--- src/rtl/frame_buffer_pkg.sv ---
// frame_buffer_pkg: shared state encoding and default geometry for the frame buffer pixel writer.
package frame_buffer_pkg;
  localparam int DEF_PIXEL_BITS = 4;
  localparam int DEF_WORD_BITS  = 16;
  typedef enum logic [2:0] {EMPTY, READ, WAIT, HOLD, WRITE} state_e;
endpackage

--- src/rtl/pixel_lane_insert.sv ---
// pixel_lane_insert: replaces one pixel lane of a packed word, leaving the other lanes intact.
module pixel_lane_insert #(
  parameter int PIXEL_BITS = 4,
  parameter int WORD_BITS  = 16,
  localparam int LANES     = WORD_BITS / PIXEL_BITS,
  localparam int LANE_BITS = $clog2(LANES)
) (
  input  logic [WORD_BITS-1:0]  word,
  input  logic [LANE_BITS-1:0]  lane,
  input  logic [PIXEL_BITS-1:0] pixel,
  output logic [WORD_BITS-1:0]  merged
);
  always_comb begin
    merged = word;
    for (int i = 0; i < LANES; i++)
      if (lane == LANE_BITS'(i)) merged[i*PIXEL_BITS +: PIXEL_BITS] = pixel;
  end
endmodule

--- src/rtl/frame_buffer_pixel_writer.sv ---
// frame_buffer_pixel_writer: read-modify-write pixel writer with a one-word coalescing line buffer.
module frame_buffer_pixel_writer
  import frame_buffer_pkg::*;
#(
  parameter int PIXEL_BITS     = DEF_PIXEL_BITS,
  parameter int WORD_BITS      = DEF_WORD_BITS,
  parameter int PIX_ADDR_BITS  = 17,
  parameter int RD_LATENCY     = 1,
  localparam int LANES          = WORD_BITS / PIXEL_BITS,
  localparam int LANE_BITS      = $clog2(LANES),
  localparam int WORD_ADDR_BITS = PIX_ADDR_BITS - LANE_BITS
) (
  input  logic                      clk,
  input  logic                      rst_n,
  input  logic                      pix_valid,
  output logic                      pix_ready,
  input  logic [PIX_ADDR_BITS-1:0]  pix_addr,
  input  logic [PIXEL_BITS-1:0]     pix_data,
  input  logic                      flush,
  output logic                      idle,
  output logic                      mem_rd_en,
  output logic [WORD_ADDR_BITS-1:0] mem_rd_addr,
  input  logic [WORD_BITS-1:0]      mem_rd_data,
  output logic                      mem_wr_en,
  output logic [WORD_ADDR_BITS-1:0] mem_wr_addr,
  output logic [WORD_BITS-1:0]      mem_wr_data
);
  localparam int CNT_BITS = $clog2(RD_LATENCY + 1);
  state_e                    state_q, state_d;
  logic [WORD_ADDR_BITS-1:0] pend_word_q, pend_word_d, buf_addr_q, buf_addr_d, pix_word;
  logic [LANE_BITS-1:0]      pend_lane_q, pend_lane_d, pix_lane;
  logic [PIXEL_BITS-1:0]     pend_data_q, pend_data_d;
  logic                      pend_v_q, pend_v_d, valid_q, valid_d, dirty_q, dirty_d;
  logic [CNT_BITS-1:0]       cnt_q, cnt_d;
  logic [WORD_BITS-1:0]      buf_q, buf_d, fill_word, hit_word;
  logic                      accept, hit;

  assign pix_word    = pix_addr[PIX_ADDR_BITS-1:LANE_BITS];
  assign pix_lane    = pix_addr[LANE_BITS-1:0];
  assign pix_ready   = (state_q == EMPTY || state_q == HOLD) && !flush;
  assign accept      = pix_valid && pix_ready;
  assign hit         = valid_q && pix_word == buf_addr_q;
  assign idle        = state_q == EMPTY;
  assign mem_rd_en   = state_q == READ;
  assign mem_rd_addr = mem_rd_en ? pend_word_q : '0;
  assign mem_wr_en   = state_q == WRITE;
  assign mem_wr_addr = mem_wr_en ? buf_addr_q : '0;
  assign mem_wr_data = mem_wr_en ? buf_q : '0;

  pixel_lane_insert #(.PIXEL_BITS(PIXEL_BITS), .WORD_BITS(WORD_BITS)) u_fill (
    .word(mem_rd_data), .lane(pend_lane_q), .pixel(pend_data_q), .merged(fill_word)
  );
  pixel_lane_insert #(.PIXEL_BITS(PIXEL_BITS), .WORD_BITS(WORD_BITS)) u_hit (
    .word(buf_q), .lane(pix_lane), .pixel(pix_data), .merged(hit_word)
  );

  always_comb begin
    state_d     = state_q;
    pend_word_d = pend_word_q;
    pend_lane_d = pend_lane_q;
    pend_data_d = pend_data_q;
    pend_v_d    = pend_v_q;
    valid_d     = valid_q;
    dirty_d     = dirty_q;
    cnt_d       = cnt_q;
    buf_d       = buf_q;
    buf_addr_d  = buf_addr_q;
    if (accept && !(state_q == HOLD && hit)) begin
      pend_word_d = pix_word;
      pend_lane_d = pix_lane;
      pend_data_d = pix_data;
      pend_v_d    = 1'b1;
    end
    unique case (state_q)
      EMPTY: state_d = accept ? READ : EMPTY;
      READ: begin
        cnt_d   = CNT_BITS'(RD_LATENCY);
        state_d = WAIT;
      end
      WAIT: begin
        cnt_d = cnt_q - 1'b1;
        if (cnt_q == CNT_BITS'(1)) begin
          buf_d      = fill_word;
          buf_addr_d = pend_word_q;
          valid_d    = 1'b1;
          dirty_d    = 1'b1;
          pend_v_d   = 1'b0;
          state_d    = HOLD;
        end
      end
      HOLD: begin
        if (accept && hit) begin
          buf_d   = hit_word;
          dirty_d = 1'b1;
        end else if (accept) begin
          state_d = dirty_q ? WRITE : READ;
        end else if (flush) begin
          state_d = dirty_q ? WRITE : EMPTY;
          valid_d = dirty_q;
        end
      end
      WRITE: begin
        dirty_d = 1'b0;
        valid_d = pend_v_q;
        state_d = pend_v_q ? READ : EMPTY;
      end
      default: state_d = EMPTY;
    endcase
  end

  // Reset drops any in-flight read and any dirty word.
  always_ff @(posedge clk or negedge rst_n) begin
    if (!rst_n) begin
      state_q     <= EMPTY;
      pend_word_q <= '0;
      pend_lane_q <= '0;
      pend_data_q <= '0;
      pend_v_q    <= 1'b0;
      valid_q     <= 1'b0;
      dirty_q     <= 1'b0;
      cnt_q       <= '0;
      buf_q       <= '0;
      buf_addr_q  <= '0;
    end else begin
      state_q     <= state_d;
      pend_word_q <= pend_word_d;
      pend_lane_q <= pend_lane_d;
      pend_data_q <= pend_data_d;
      pend_v_q    <= pend_v_d;
      valid_q     <= valid_d;
      dirty_q     <= dirty_d;
      cnt_q       <= cnt_d;
      buf_q       <= buf_d;
      buf_addr_q  <= buf_addr_d;
    end
  end
endmodule

--- config.mk ---
export PLATFORM = sky130hd
export DESIGN_NAME = frame_buffer_pixel_writer
export DESIGN_NICKNAME = d
export VERILOG_FILES = /design/src/rtl/frame_buffer_pkg.sv /design/src/rtl/pixel_lane_insert.sv /design/src/rtl/frame_buffer_pixel_writer.sv
export SDC_FILE = /design/constraint.sdc
export NUM_CORES = 1
export LEC_CHECK = 0
export ABC_AREA = 0
export ABC_CLOCK_PERIOD_IN_PS = 6000
export BUFFER_PORTS_ARGS = -buffer_cell sky130_fd_sc_hd__buf_2
export CAP_MARGIN = 20
export CELL_PAD_IN_SITES_DETAIL_PLACEMENT = 1
export CELL_PAD_IN_SITES_GLOBAL_PLACEMENT = 1
export CORE_MARGIN = 5
export CORE_UTILIZATION = 44
export CTS_CLUSTER_DIAMETER = 60
export DETAILED_ROUTE_END_ITERATION = 10
export PLACE_DENSITY_LB_ADDON = 0.1
export SLEW_MARGIN = 15
export SYNTH_ARGS = -nofsm -noshare
export SYNTH_HDL_FRONTEND = slang
export SYNTH_SLANG_ARGS = --single-unit
--- constraint.sdc ---
create_clock -name clk -period 6 [get_ports clk]
set_clock_uncertainty 0.2 [all_clocks]
set_input_delay 1.2 -clock clk [delete_from_list [all_inputs] [get_ports clk]]
set_output_delay 1.2 -clock clk [all_outputs]
set_load 0.1 [all_outputs]
**Yosys cells after proc, flatten, opt, wreduce, memory -nomap -nowiden**

Index checks and enable logic that the tools add are counted.

- Logic and storage cells: 92
- Bits in registers: 59
- Output and inout bits: 50

- Mux-type cells: 34
- Equal/unequal tests: 21
- Add/sub/neg operators: 1
- Reduce and logical (&&, ||, !) cells: 23

Operators with widths:

| operator | number |
|---|---|
| 16-bit two-way mux | 3 |
| 4-bit two-way mux | 8 |
| 16-bit one-hot mux with 2 select lines | 1 |
| 15-bit two-way mux | 2 |
| 3-bit two-way mux | 6 |
| 4-bit AND reduction | 4 |
| 15-bit == test | 1 |
| 3-bit one-hot mux with 5 select lines | 1 |
| 1-bit two-way mux | 10 |
| 2-bit by 1-bit != test with 1-bit output (second input constant) | 5 |
| 2-bit == test (second input constant) | 4 |
| 2-bit != test (second input constant) | 4 |
| 3-bit by 2-bit == test with 1-bit output (second input constant) | 2 |
| 1-bit logical AND | 6 |
| 1-bit one-hot mux with 3 select lines | 2 |
| 3-bit AND reduction | 2 |
| 5-bit AND reduction | 1 |
| 2-bit by 1-bit == test with 1-bit output (second input constant) | 2 |
| 2-bit logical NOT | 2 |
| 2-bit nonzero test | 2 |
| 3-bit by 1-bit == test with 1-bit output (second input constant) | 1 |
| 3-bit == test (second input constant) | 1 |
| 3-bit logical NOT | 1 |
| 3-bit != test (second input constant) | 1 |
| other kinds (6) | 7 |

**Logic depth before layout (Yosys ltp)**

- Depth in word-level cells: 8
- Gate-level depth with buffers: 8

**Modules after synthesis**

Synthesis repeated with hierarchy kept, for this count alone.

- Cell total of the unflattened synthesis: 304
- Area, all modules: 3490.8 um2

By module, submodules not included:

| module | times used | cells an instance | area each (um2) | seq. area each (um2) |
|---|---|---|---|---|
| frame_buffer_pixel_writer | 1 | 264 | 3050.4 | 1476.4 |
| pixel_lane_insert | 2 | 20 | 220.2 | 0.0 |

**Worst setup path after synthesis**

Ideal clock, no wire load.

- Kind: input port to output port
- Start: input port flush
- End: output port pix_ready
- Required time: 4.600 ns
- Cell stages on the path: 1
- Data arrival time: 3.388 ns
- Slack: 1.212 ns
- Cell sequence: nor3b_1

- Word-level cells in the longest chain between the ends: 2

Ends and longest elaborated chain:

| item | line | text |
|---|---|---|
| start: declaration | frame_buffer_pixel_writer.sv:19 | `input logic flush,` |
| 1-bit logical NOT | frame_buffer_pixel_writer.sv:40 | `assign pix_ready = (state_q == EMPTY \|\| state_q == HOLD) && !flush;` |
| 1-bit logical AND | frame_buffer_pixel_writer.sv:40 |  |
| end: declaration | frame_buffer_pixel_writer.sv:16 | `output logic pix_ready,` |

Every way passes these cells.

**Worst setup path in the final report**

- Start: register state_q[0]
- End: output port mem_rd_addr[0]

- Word-level cells in the longest chain between the ends: 2

Ends and longest elaborated chain:

| item | line | text |
|---|---|---|
| start: declaration | frame_buffer_pixel_writer.sv:29 | `state_e state_q, state_d;` |
| start signal: assignment | frame_buffer_pixel_writer.sv:125 | `state_q <= state_d;` |
| 3-bit by 1-bit == test with 1-bit output | frame_buffer_pixel_writer.sv:44 | `assign mem_rd_en = state_q == READ;` |
| 15-bit two-way mux | frame_buffer_pixel_writer.sv:45 | `assign mem_rd_addr = mem_rd_en ? pend_word_q : '0;` |
| end: declaration | frame_buffer_pixel_writer.sv:22 | `output logic [WORD_ADDR_BITS-1:0] mem_rd_addr,` |

Every way passes these cells.

==> flow_summary_export.csv <==
group,metric,value,unit
floorplan,dieHeight,97.1,um
setup_path,crit_start,"state_q[0]",
floorplan,start_util,45.5,%
run,drv_cap,0,
global_routing,grt_pass1_wl,14300,um
setup_path,cp-end-kind,"output port",
global_routing,antenna_found_initial,0,
finish,final_area,4060,sq um
pwr,p_leak,2.00,nW
clock_network,post_cts_resized,0,
sta,fin_crit_sh,69.5,%
route,drtIter0Drc,50,
yosys,avgSynthCellArea,11.4,sq um
floorplan,core_area,7330,sq um
global_routing,grt_pass1_vias,2782,
placement,dp_slack,2.19,ns
global_routing,grt_use_met2,30.6,%
floorplan,fp.dieW,97.1,um
hold_path,min_path_type,"flip-flop to flip-flop",
setup_path,r2r-start,"state_q[0]",
yosys,syn_nets,334,
route,final_antenna_net_count,0,
yosys,synth.distinct_cells,35,
route,avgRoutedWirePerCell,17.6,um
yosys,synth_edf_count,0,
clock_network,cts_tree,"built",
pwr,ir_worst_vdd,0.397,mV
sta,rsz0062_at_grt,"false",
setup_path,worstSetupPathType,"flip-flop to output port",
setup_path,slowest_delay,0.75,ns
finish,drive_above_1_share,44.2,%
hold_path,worstHoldStart,"buf_q[9]",
floorplan,die_area,9420,sq um
floorplan,num_rows,31,
sta,clock.fmax,0.240,GHz
placement,io_buffers,90,
global_routing,grt_usage,18.5,%
route,drt-vias-per-instance,5.15,
clock_network,htree_levels,3,
setup_path,r2r_slack,2.87,ns
placement,gp_routability_congestion,0.791,
yosys,synth-main-ff-cell,"dfrtp_1",
route,post-route-drc-count,0,
global_routing,grt_max_degree,60,
sta,drv_slew,0,
clock_network,clkTransAtPathRegs,0.07,ns
global_routing,grt_overflow,0,
setup_path,rr_worst_depth,5,
clock_network,postCtsHoldBufs,0,
setup_path,slowest_stage,"nor3_1",
floorplan,pin_count,91,
setup_path,path_cells,"inv_1 > nor3_1 > buf_4 > and2_1 > buf_2",
clock_network,cts_setup_buffers,0,
clock_network,clock_latency,0.33,ns
route,routed_wl,8550,um
finish,n_antenna_cell,0,
setup_path,cp.arrival,2.77,ns
pwr,powerDensity,622,nW/um^2
clock_network,cts-root-buf,"clkbuf_8",
hold_path,hold_end,"buf_q[9]",
route,firstDrtPassIters,4,
yosys,yosysWarnings,0,
clock_network,cts_max_path_buffers,2,
sta,slew_headroom,34.6,%
clock_network,cts_buffers,9,
sta,fin_setup_tns,0,ns
placement,place_hpwl,6420,um
run_status,outcome,"complete, no violations",
finish,nets,423,
global_routing,globalRouteMet3Util,3.52,%
yosys,async_reset_ff_share,100,%
clock_network,clock_sinks,59,
setup_path,worstPathRequired,4.60,ns
placement,postPlaceCellArea,3870,sq um
sta,setup_viol,0,
setup_path,rr_endpoint,"pend_word_q[13]",
setup_path,worst_setup_path_start_kind,"flip-flop",
yosys,yosysSeqAreaShare,44.3,%
sta,hold_viol_final,0,
finish,area.growth.synth_to_final,21.9,%
yosys,netlist_area,3330,sq um
global_routing,use_met1,25.0,%
sta,tightestPinTransition,0.980,ns
yosys,syn_inst,293,
global_routing,grt-busiest-layer,"met2",
hold_path,whs_path_depth,1,
sta,period_minus_slack,4.17,ns
yosys,ys_ff_latch,59,
route,num_vias,2505,
sta,final.setup.worst_slack,1.83,ns
setup_path,path_max_fanout,13,
sta,whs,0.300,ns
-- placed cells by master (no fill, tap or decap), types with 2 or more instances in the layout --
| master | instances |
|---|---|
| nand2b_1 | 9 |
| clkbuf_8 | 10 |
| and2_1 | 45 |
| o2111ai_1 | 2 |
| buf_4 | 3 |
| dfrtp_1 | 59 |
| xor2_1 | 4 |
| nand3_1 | 2 |
| mux2_4 | 20 |
| nor2_1 | 10 |
| mux2i_1 | 16 |
| buf_2 | 90 |
| clkinv_2 | 3 |
| mux2_2 | 31 |
| nor3_1 | 5 |
| a41oi_2 | 4 |
| nor3b_1 | 3 |
| a21oi_1 | 24 |
| inv_1 | 8 |
| o21ai_0 | 5 |
| nand2_1 | 9 |
| xnor2_1 | 6 |
-- layer usage --
metal | share of wire [%] | wire (um)
met1 | 46 | 3920
met3 | 3.7 | 316
met2 | 50 | 4260
met4 | 0.64 | 55
met5 | 0 | 0
-- worst max-delay path by stage --
stage                     slack, ns  depth (start not counted)         endpoint
after floorplan                1.21                          1        pix_ready
after global placement         2.24                          5  mem_rd_addr[11]
after detailed placement       2.19                          5   mem_rd_addr[0]
after CTS                      1.81                          5   mem_rd_addr[0]
after global routing           1.63                          5   mem_rd_addr[8]
final                          1.83                          5   mem_rd_addr[0]
-- cell families after synthesis --
logic type | after synthesis | share of synthesized area [%]
compound gates | 43 | 8.89
xor+xnor | 10 | 2.63
mux | 67 | 24.3
simple gates | 90 | 16.4
flops | 59 | 44.3
buf+inv | 24 | 3.49
-- per-stage QoR --
stage               total power, mW  instances  util (%)
floorplan                      1.91        293         -
global route                   2.67        486      55.4
detailed placement             2.18        470      52.8
finish                         2.53        486      55.4
global placement               2.14        469      52.6
CTS                            2.55        486      55.4
-- Yosys cell counts, types with 6 or more instances --
library cell | n | share of area (%)
nor2_1 | 11 | 1.2
clkbuf_1 | 10 | 1.1
inv_1 | 8 | 0.90
mux2_2 | 31 | 10
xnor2_1 | 6 | 1.6
mux2i_1 | 16 | 4.8
nand2b_1 | 9 | 1.7
dfrtp_1 | 59 | 44
a21oi_1 | 24 | 3.6
mux2_4 | 20 | 9.0
nand2_1 | 9 | 1.0
and2_1 | 45 | 8.4
-- layout make-up --
| cell class | instances | area [sq um] |
|---|---|---|
| clock inverters | 5 | 52.6 |
| fillers | 847 | 3270 |
| inverters | 8 | 30.0 |
| flip-flops and latches | 59 | 1480 |
| multi-input cells | 210 | 1750 |
| well taps | 99 | 124 |
| repair buffers | 94 | 488 |
| clock buffers | 11 | 141 |
-- state kept, by name, indices dropped and copies added (netlist names) --
signal and cells:
pend_lane_q 2, cnt_q 1, buf_q 16, buf_addr_q 15, pend_word_q 15, pend_v_q 1
state_q 3, valid_q 1, pend_data_q 4, dirty_q 1
-- worst max-delay path: cells and delay by family, from the launching register on --
family / cells / cell delay, ns
buf+inv: 3 / 0.90
flops: 1 / 0.65
simple gates: 2 / 0.88
-- where the power goes --
group          leakage [nW]  internal, mW  switching, mW
Clock                0.0991         0.201          0.157
Sequential            0.696         0.605          0.179
Combinational          1.20         0.511          0.873
Total                  2.00          1.32           1.21
(Power assumes the default switching activity.)
